## config.mk

```make
export PLATFORM = sky130hd
export DESIGN_NAME = inst_fetch_resp
export DESIGN_NICKNAME = d
export VERILOG_FILES = /design/src/rtl/inst_fetch_resp.sv
export SDC_FILE = /design/constraint.sdc
export NUM_CORES = 1
export LEC_CHECK = 0
export BUFFER_PORTS_ARGS = -buffer_cell sky130_fd_sc_hd__buf_2
export CORE_ASPECT_RATIO = 0.5
export CORE_MARGIN = 4
export CORE_UTILIZATION = 45
export CTS_BUF_LIST = sky130_fd_sc_hd__clkbuf_2 sky130_fd_sc_hd__clkbuf_4 sky130_fd_sc_hd__clkbuf_8
export DETAILED_ROUTE_END_ITERATION = 16
export PLACE_DENSITY = 0.83
export SLEW_MARGIN = 25
export SYNTH_ARGS = -nofsm -noshare
export SYNTH_HDL_FRONTEND = slang
export SYNTH_SLANG_ARGS = --single-unit
```

## constraint.sdc

```tcl
create_clock -name clk_i -period 1.82 [get_ports clk_i]
set_input_delay 0.091 -clock clk_i [delete_from_list [all_inputs] [get_ports clk_i]]
set_output_delay 0.091 -clock clk_i [all_outputs]
set_load 0.005 [all_outputs]
```

## src/rtl/inst_fetch_resp.sv

```systemverilog
// Instruction-fetch responder: runs one req/ack bus read per fetch, stalls the PC while it is outstanding.
// Optional bus timeout is enabled with `define IFETCH_TIMEOUT_EN.
module inst_fetch_resp #(
    parameter int          ADDR_WIDTH     = 32,
    parameter logic [31:0] NOP_INST       = 32'h00000013,
    parameter int          TIMEOUT_CYCLES = 16
) (
    input  logic                  clk_i,
    input  logic                  rst_i,
    input  logic [ADDR_WIDTH-1:0] pc_i,
    input  logic                  ce_i,
    input  logic                  flush_i,
    output logic                  stall_req_o,
    output logic [31:0]           inst_o,
    output logic                  inst_valid_o,
    output logic                  fetch_err_o,
    output logic                  ibus_req_o,
    output logic [ADDR_WIDTH-1:0] ibus_addr_o,
    input  logic                  ibus_ack_i,
    input  logic [31:0]           ibus_data_i
);

    typedef enum logic [1:0] {S_IDLE, S_WAIT, S_DISCARD} state_e;

    state_e                state_q, state_d;
    logic                  req_q, req_d;
    logic [ADDR_WIDTH-1:0] addr_q, addr_d;
    logic [31:0]           inst_q, inst_d;
    logic                  valid_q, valid_d;
    logic                  timeout;

    // Byte offset of the PC is irrelevant: fetches are always word aligned.
    logic unused_pc_lsb;
    assign unused_pc_lsb = ^pc_i[1:0];

`ifdef IFETCH_TIMEOUT_EN
    logic [7:0] cnt_q, cnt_d;
    logic       err_q, err_d;

    // cnt_q counts no-ack cycles already spent; this cycle is the last allowed one.
    assign timeout = (cnt_q == 8'(TIMEOUT_CYCLES - 1)) && !ibus_ack_i;

    always_comb begin
        cnt_d = cnt_q;
        if (state_d != state_q && state_d != S_IDLE) begin
            cnt_d = 8'd0;
        end else if (state_q != S_IDLE && !ibus_ack_i) begin
            cnt_d = cnt_q + 8'd1;
        end
    end

    assign err_d = (state_q == S_WAIT) && !flush_i && timeout;

    always_ff @(posedge clk_i) begin
        if (rst_i) begin
            cnt_q <= 8'd0;
            err_q <= 1'b0;
        end else begin
            cnt_q <= cnt_d;
            err_q <= err_d;
        end
    end

    assign fetch_err_o = err_q;
`else
    assign timeout     = 1'b0;
    assign fetch_err_o = 1'b0;
`endif

    always_comb begin
        state_d     = state_q;
        req_d       = req_q;
        addr_d      = addr_q;
        inst_d      = inst_q;
        valid_d     = 1'b0;
        stall_req_o = 1'b0;
        case (state_q)
            S_IDLE: begin
                stall_req_o = ce_i & ~flush_i;
                if (ce_i && !flush_i) begin
                    addr_d  = {pc_i[ADDR_WIDTH-1:2], 2'b00};
                    req_d   = 1'b1;
                    state_d = S_WAIT;
                end
            end
            S_WAIT: begin
                stall_req_o = ~ibus_ack_i;
                if (ibus_ack_i) begin
                    req_d   = 1'b0;
                    state_d = S_IDLE;
                    // A flush in the ack cycle wins: the returned word is from the wrong path.
                    if (flush_i) begin
                        inst_d = NOP_INST;
                    end else begin
                        inst_d  = ibus_data_i;
                        valid_d = 1'b1;
                    end
                end else if (flush_i) begin
                    inst_d  = NOP_INST;
                    state_d = S_DISCARD;
                end else if (timeout) begin
                    req_d   = 1'b0;
                    inst_d  = NOP_INST;
                    valid_d = 1'b1;
                    state_d = S_IDLE;
                end
            end
            S_DISCARD: begin
                stall_req_o = 1'b1;
                if (ibus_ack_i || timeout) begin
                    req_d   = 1'b0;
                    state_d = S_IDLE;
                end
            end
            default: begin
                state_d = S_IDLE;
                req_d   = 1'b0;
            end
        endcase
    end

    always_ff @(posedge clk_i) begin
        if (rst_i) begin
            state_q <= S_IDLE;
            req_q   <= 1'b0;
            addr_q  <= '0;
            inst_q  <= NOP_INST;
            valid_q <= 1'b0;
        end else begin
            state_q <= state_d;
            req_q   <= req_d;
            addr_q  <= addr_d;
            inst_q  <= inst_d;
            valid_q <= valid_d;
        end
    end

    assign ibus_req_o   = req_q;
    assign ibus_addr_o  = addr_q;
    assign inst_o       = inst_q;
    assign inst_valid_o = valid_q;

endmodule

```

==> flow_summary.ini, run 1 <==
[power_and_ir_drop]
pwr-share-seq_pct = 42.4
clkPwrFrac_pct = 34.7
peakVddDrop_mv = 0.575
net-switching-power_mw = 1.14
leakage_nw = 1.66
p_int_mw = 2.79
power_density_mw_per_mm2 = 1120
swShare_pct = 28.9
pwr-share-comb_pct = 22.9

[final_layout]
nNetsFinal = 493
area_growth_pct = 45.6
post-route-util_pct = 69.7
antenna-diode-count = 0
final_cells = 493
drive_gt1_share_pct = 37.4
nFillCells = 398

[synthesis]
synth_area_sq_mm = 0.00242
ys.flop_type = dfxtp_1
yosys.area.top_type = dfxtp_1
yosys-top-cells-count = dfxtp_1, nand2_1, a21oi_1, a22oi_1, nor2_1
synth_top_area_share_pct = 54.7
ys_seq_area_share_pct = 54.7
synth_cell_types = 26
synthCells = 275
synthTopCellsByArea = dfxtp_1, nand2_1, a22oi_1
synth_edf_count = 0
synth_seq_cells = 66
yosysMostFrequentCell = dfxtp_1
yosysWarnings = 0
avgSynthCellArea_sq_um = 8.79
async_flop_share_pct = 0

[timing]
fin_crit_ns = 1.67
max_clock_freq_mhz = 599
fin_ws_ns = 0.150
tightest_slew_ns = 0.746
rsz0062_at_grt = false
setup_tns_ns = 0
slew-limit-headroom_pct = 50.1
setup_viol = 0
finClkSkew_ns = 0.00813
hold_viol = 0
final.period_utilization_pct = 91.8
slew_viol_final = 0
hold_slack_ns = 0.0106

[place]
pre_cts_slack_ns = -0.106
dp_hpwl_um = 4860
portBuffers = 131
place_congestion = 0.793
dpl.cell_count = 460

[clock_network]
clk_pin_slew_ns = 0.07
htreeDepth = 3
cts.sink_count = 66
clock_path_buffers = 2
cts_tree = built
worstSkewPairLatency_ns = 0.32
cts_made_buffers = 9
root_buffer = clkbuf_8

[die]
die_x_um = 112
start_util_pct = 47.9
io_pins = 137
core_sq_mm = 0.00504
fp.dieArea_sq_mm = 0.00668
die_y_um = 59.8
rows = 18

[critical_path]
worst-r2r-cell-count = 6
arrival_ns = 1.58
cp-start-kind = flop
crit_required_ns = 1.73
crit_type = reg2out
cp-end-kind = output pin
path_max_fanout = 28

[grt]
grt_overflow_total = 0
grt_pass1_vias = 2532
track_usage_pct = 20.8
grt.busiest_layer = met2
grt_max_degree = 31
grt_pass1_wl_um = 11100
grt_use_met2_pct = 41.1
grt_use_met1_pct = 20.7
grtUsageMet3_pct = 5.76
antenna_found_initial = 0

[job]
cap_violations = 0

[worst_hold_path]
holdPathStages = 3
min_path_type = in2reg

[routing]
drtPass1Iterations = 5
wl_per_cell_um = 14.1
drt.antenna.violating_nets = 0
vias = 2466
viasPerCell = 5.00
finalWirelength_um = 6940
drtIter0Drc = 115
route.detailed.drc = 0

[run_status]
status = completed
worst max-delay path, stage by stage, from the launching register on:
cell and delay, ns:
dfxtp_1 0.34, inv_1 0.13, ha_2 0.22, nand2_2 0.10, buf_12 0.18, a21oi_1 0.13
buf_2 0.15
cells by family (layout without fill, tap and decap cells):
logic type	Yosys count	after routing	synth area share, %
compound gates	70	70	18.0
fa+ha+maj	6	6	3.11
buf+inv	27	173	5.75
flops	66	66	54.7
mux	2	2	0.829
other cells	1	3	0.155
simple gates	103	103	17.5
placed cells by master, fill, tap and decap left out, types with 3 or more instances in the layout:
| master | n |
|---|---|
| a21oi_1 | 34 |
| dlygate4sd3_1 | 17 |
| nand2_1 | 61 |
| nor2_1 | 29 |
| nand2b_1 | 6 |
| conb_1 | 3 |
| buf_2 | 131 |
| ha_1 | 5 |
| a22oi_1 | 29 |
| inv_1 | 4 |
| o22ai_1 | 3 |
| clkbuf_8 | 10 |
| dfxtp_1 | 65 |
per-layer routing:
layer / vias up / share of wire (%)
li1: 1205 / -
met1: 1164 / 37
met2: 79 / 56
met3: 18 / 4.9
met4: 0 / 2.4
met5: - / 0
power by group through the flow:
stage | clock network (mW) | logic [mW] | registers [mW]
2_1_floorplan | 0 | 0.521 | 1.70
3_3_place_gp | 0 | 0.797 | 1.68
3_5_place_dp | 0 | 0.838 | 1.69
4_1_cts | 1.38 | 0.876 | 1.66
5_1_grt | 1.44 | 1.00 | 1.68
6_report | 1.36 | 0.898 | 1.67
state kept, by name, summed over array words and instances, names as in the netlist:
signal / cells
inst_o: 32
ibus_addr_o: 30
state_q: 2
ibus_req_o: 1
inst_valid_o: 1
path summary, 6_finish.rpt:
path	start	end	slack, ns
setup / recovery	state_q[1]$_SDFFE_PP0P_	stall_req_o	0.15
setup reg to reg	state_q[1]$_SDFFE_PP0P_	inst_o[9]$_SDFFE_PP0P_	0.15
hold reg to reg	ibus_addr_o[31]$_SDFFE_PP0P_	ibus_addr_o[31]$_SDFFE_PP0P_	0.45
hold / removal	pc_i[20]	ibus_addr_o[20]$_SDFFE_PP0P_	0.01
through the flow:
stage | instance area [sq um] | total power, mW
after floorplan | 2420 | 2.22
after global placement | 3110 | 2.48
final | 3520 | 3.93
after global routing | 3520 | 4.13
after CTS | 3490 | 3.92
after detailed placement | 3110 | 2.53
timing repair:
action | CTS | global route
endpoints found under the hold margin | 16 | 1
resized for setup | 1 | 3
buffers inserted | 0 | 0
setup endpoints to repair | 30 | 1
hold buffers | 16 | 1
layout make-up:
class / instances / area [sq um] / area share, %
Clock buffer: 10 / 138 / 3.91
Sequential cell: 66 / 1320 / 37.6
Clock inverter: 6 / 90.1 / 2.56
Inverter: 5 / 18.8 / 0.533
Tap cell: 70 / 87.6 / 2.49
Timing Repair Buffer: 152 / 881 / 25.0
Multi-Input combinational cell: 184 / 981 / 27.9
(Power assumes the default switching activity.)
==> inputs of run 2 (changes only) <==
CELL_PAD_IN_SITES_DETAIL_PLACEMENT = 1   (was not set)
CELL_PAD_IN_SITES_GLOBAL_PLACEMENT = 1   (was not set)
CORE_UTILIZATION = 32   (was 45)
PLACE_DENSITY = 0.84   (was 0.83)
==> run 2 against run 1 <==
Maximum frequency is 3.1% lower. Power is 7.2% higher. Utilization decreased by 15 points. Sequential power hardly changed. Clock skew is 0.0082 ns higher. Non-clock buffer count grew 43. Final cell count up 14%. Critical path type unchanged. Largest cell class unchanged.
==> flow_summary.ini, run 2 (same netlist as run 1, synthesis figures left out) <==
[clock_network]
htreeDepth = 3
worstSkewPairLatency_ns = 0.36
cts_tree = built
cts.sink_count = 66
cts_made_buffers = 9
clk_pin_slew_ns = 0.07
root_buffer = clkbuf_8
cts_setup_buffers = 0
clock_path_buffers = 2

[place]
pre_cts_slack_ns = 0.266
portBuffers = 131
place_congestion = 0.715
dpl.cell_count = 488
dp_hpwl_um = 5330

[timing]
finClkSkew_ns = 0.0163
setup_viol = 0
slew_viol_final = 0
final.period_utilization_pct = 94.8
setup_tns_ns = 0
hold_slack_ns = 0.0172
rsz0062_at_grt = false
max_clock_freq_mhz = 580
hold_viol = 0
fin_ws_ns = 0.0955
fin_crit_ns = 1.72

[final_layout]
nNetsFinal = 536
layout_commonest_cell = buf_2
final_cell_mix = buf_2, dfxtp_1, nand2_1
largest_reg_flops = 32
post-route-util_pct = 54.3
area_growth_pct = 64.6
drive_gt1_share_pct = 34.1
antenna-diode-count = 0
final_cells = 562

[run_status]
status = completed

[critical_path]
path_max_fanout = 31
crit_chain = inv_1 -> ha_2 -> nand2_1 -> buf_12 -> a21oi_1 -> buf_2
crit_type = reg2out
slowest_delay_ns = 0.35
crit_required_ns = 1.73
cp-start-kind = flop
arrival_ns = 1.63
cp-end-kind = output pin
critPathSlowestCell = dfxtp_2

[routing]
viasPerCell = 4.90
finalWirelength_um = 10400
route.detailed.drc = 0
drtIter0Drc = 204
vias = 2751
drt.antenna.violating_nets = 0
drtPass1Iterations = 5
wl_per_cell_um = 18.5

[power_and_ir_drop]
clkPwrFrac_pct = 35.0
p_int_mw = 2.93
leakage_nw = 1.84
net-switching-power_mw = 1.28
peakVddDrop_mv = 0.448
swShare_pct = 30.3
pwr-share-seq_pct = 39.9
pwr-share-comb_pct = 25.2
power_density_mw_per_mm2 = 1060

[grt]
antenna_found_initial = 0
grt_pass1_vias = 3054
track_usage_pct = 23.4
grt_overflow_total = 0
grt_pass1_wl_um = 16500
grt_max_degree = 36

[die]
rows = 22
start_util_pct = 33.0
io_pins = 137
die_y_um = 69.4
die_x_um = 131
fp.dieArea_sq_mm = 0.00909
core_sq_mm = 0.00732

[job]
cap_violations = 0

[worst_hold_path]
min_path_type = in2reg
-- run 2: layer usage --
metal  vias to the layer above  GRT usage, %  routed length [um]
met4                         0          11.2                 384
li1                       1285             -                   -
met5                         -             0                   0
met1                      1345          25.3                3960
met3                        33          4.77                 405
met2                        88          43.2                5670
-- run 2: final timing paths --
check                                                  from                     endpoint  slack [ns]  cells past startpoint
worst min register to register  ibus_addr_o[9]$_SDFFE_PP0P_  ibus_addr_o[9]$_SDFFE_PP0P_        0.45                      2
worst min-delay path                        ibus_data_i[24]      inst_o[24]$_SDFFE_PP0P_        0.02                      3
worst max register to register      state_q[1]$_SDFFE_PP0P_      inst_o[12]$_SDFFE_PP0P_        0.16                      6
worst max-delay path                state_q[1]$_SDFFE_PP0P_                  stall_req_o         0.1                      6
-- run 2: power groups by stage --
| stage | clock network [mW] | logic [mW] | registers (mW) |
|---|---|---|---|
| 2_1_floorplan | 0 | 0.521 | 1.70 |
| 3_5_place_dp | 0 | 0.887 | 1.69 |
| 5_1_grt | 1.57 | 1.15 | 1.69 |
| 6_report | 1.47 | 1.06 | 1.68 |
| 3_3_place_gp | 0 | 0.867 | 1.68 |
| 4_1_cts | 1.48 | 1.00 | 1.66 |
-- run 2: final cells by class --
type | instances | area, sq um
Multi-Input combinational cell | 184 | 970
Clock inverter | 4 | 72.6
Timing Repair Buffer | 195 | 1310
Tap cell | 96 | 120
Inverter | 5 | 18.8
Fill cell | 881 | 3350
Sequential cell | 66 | 1320
Clock buffer | 12 | 165
-- run 2: worst max-delay path: cells and delay by family (launching register included) --
family	cells	cell delay, ns
buffers and inverters	3	0.45
DFF	1	0.35
adders and majority gates	1	0.24
AOI/OAI and AO/OA	1	0.13
and+or+nand+nor	1	0.12
-- run 2: metrics by stage --
step,instance area (sq um),power [mW]
floorplan,2420,2.22
global placement,3150,2.55
detailed placement,3150,2.58
CTS,3970,4.15
global route,3980,4.41
finish,3980,4.21
-- run 2: timing repair --
item                                   CTS  global route
setup endpoints to repair                0             1
gates resized for setup                  0             3
hold buffers                            58             0
endpoints found under the hold margin   58             0
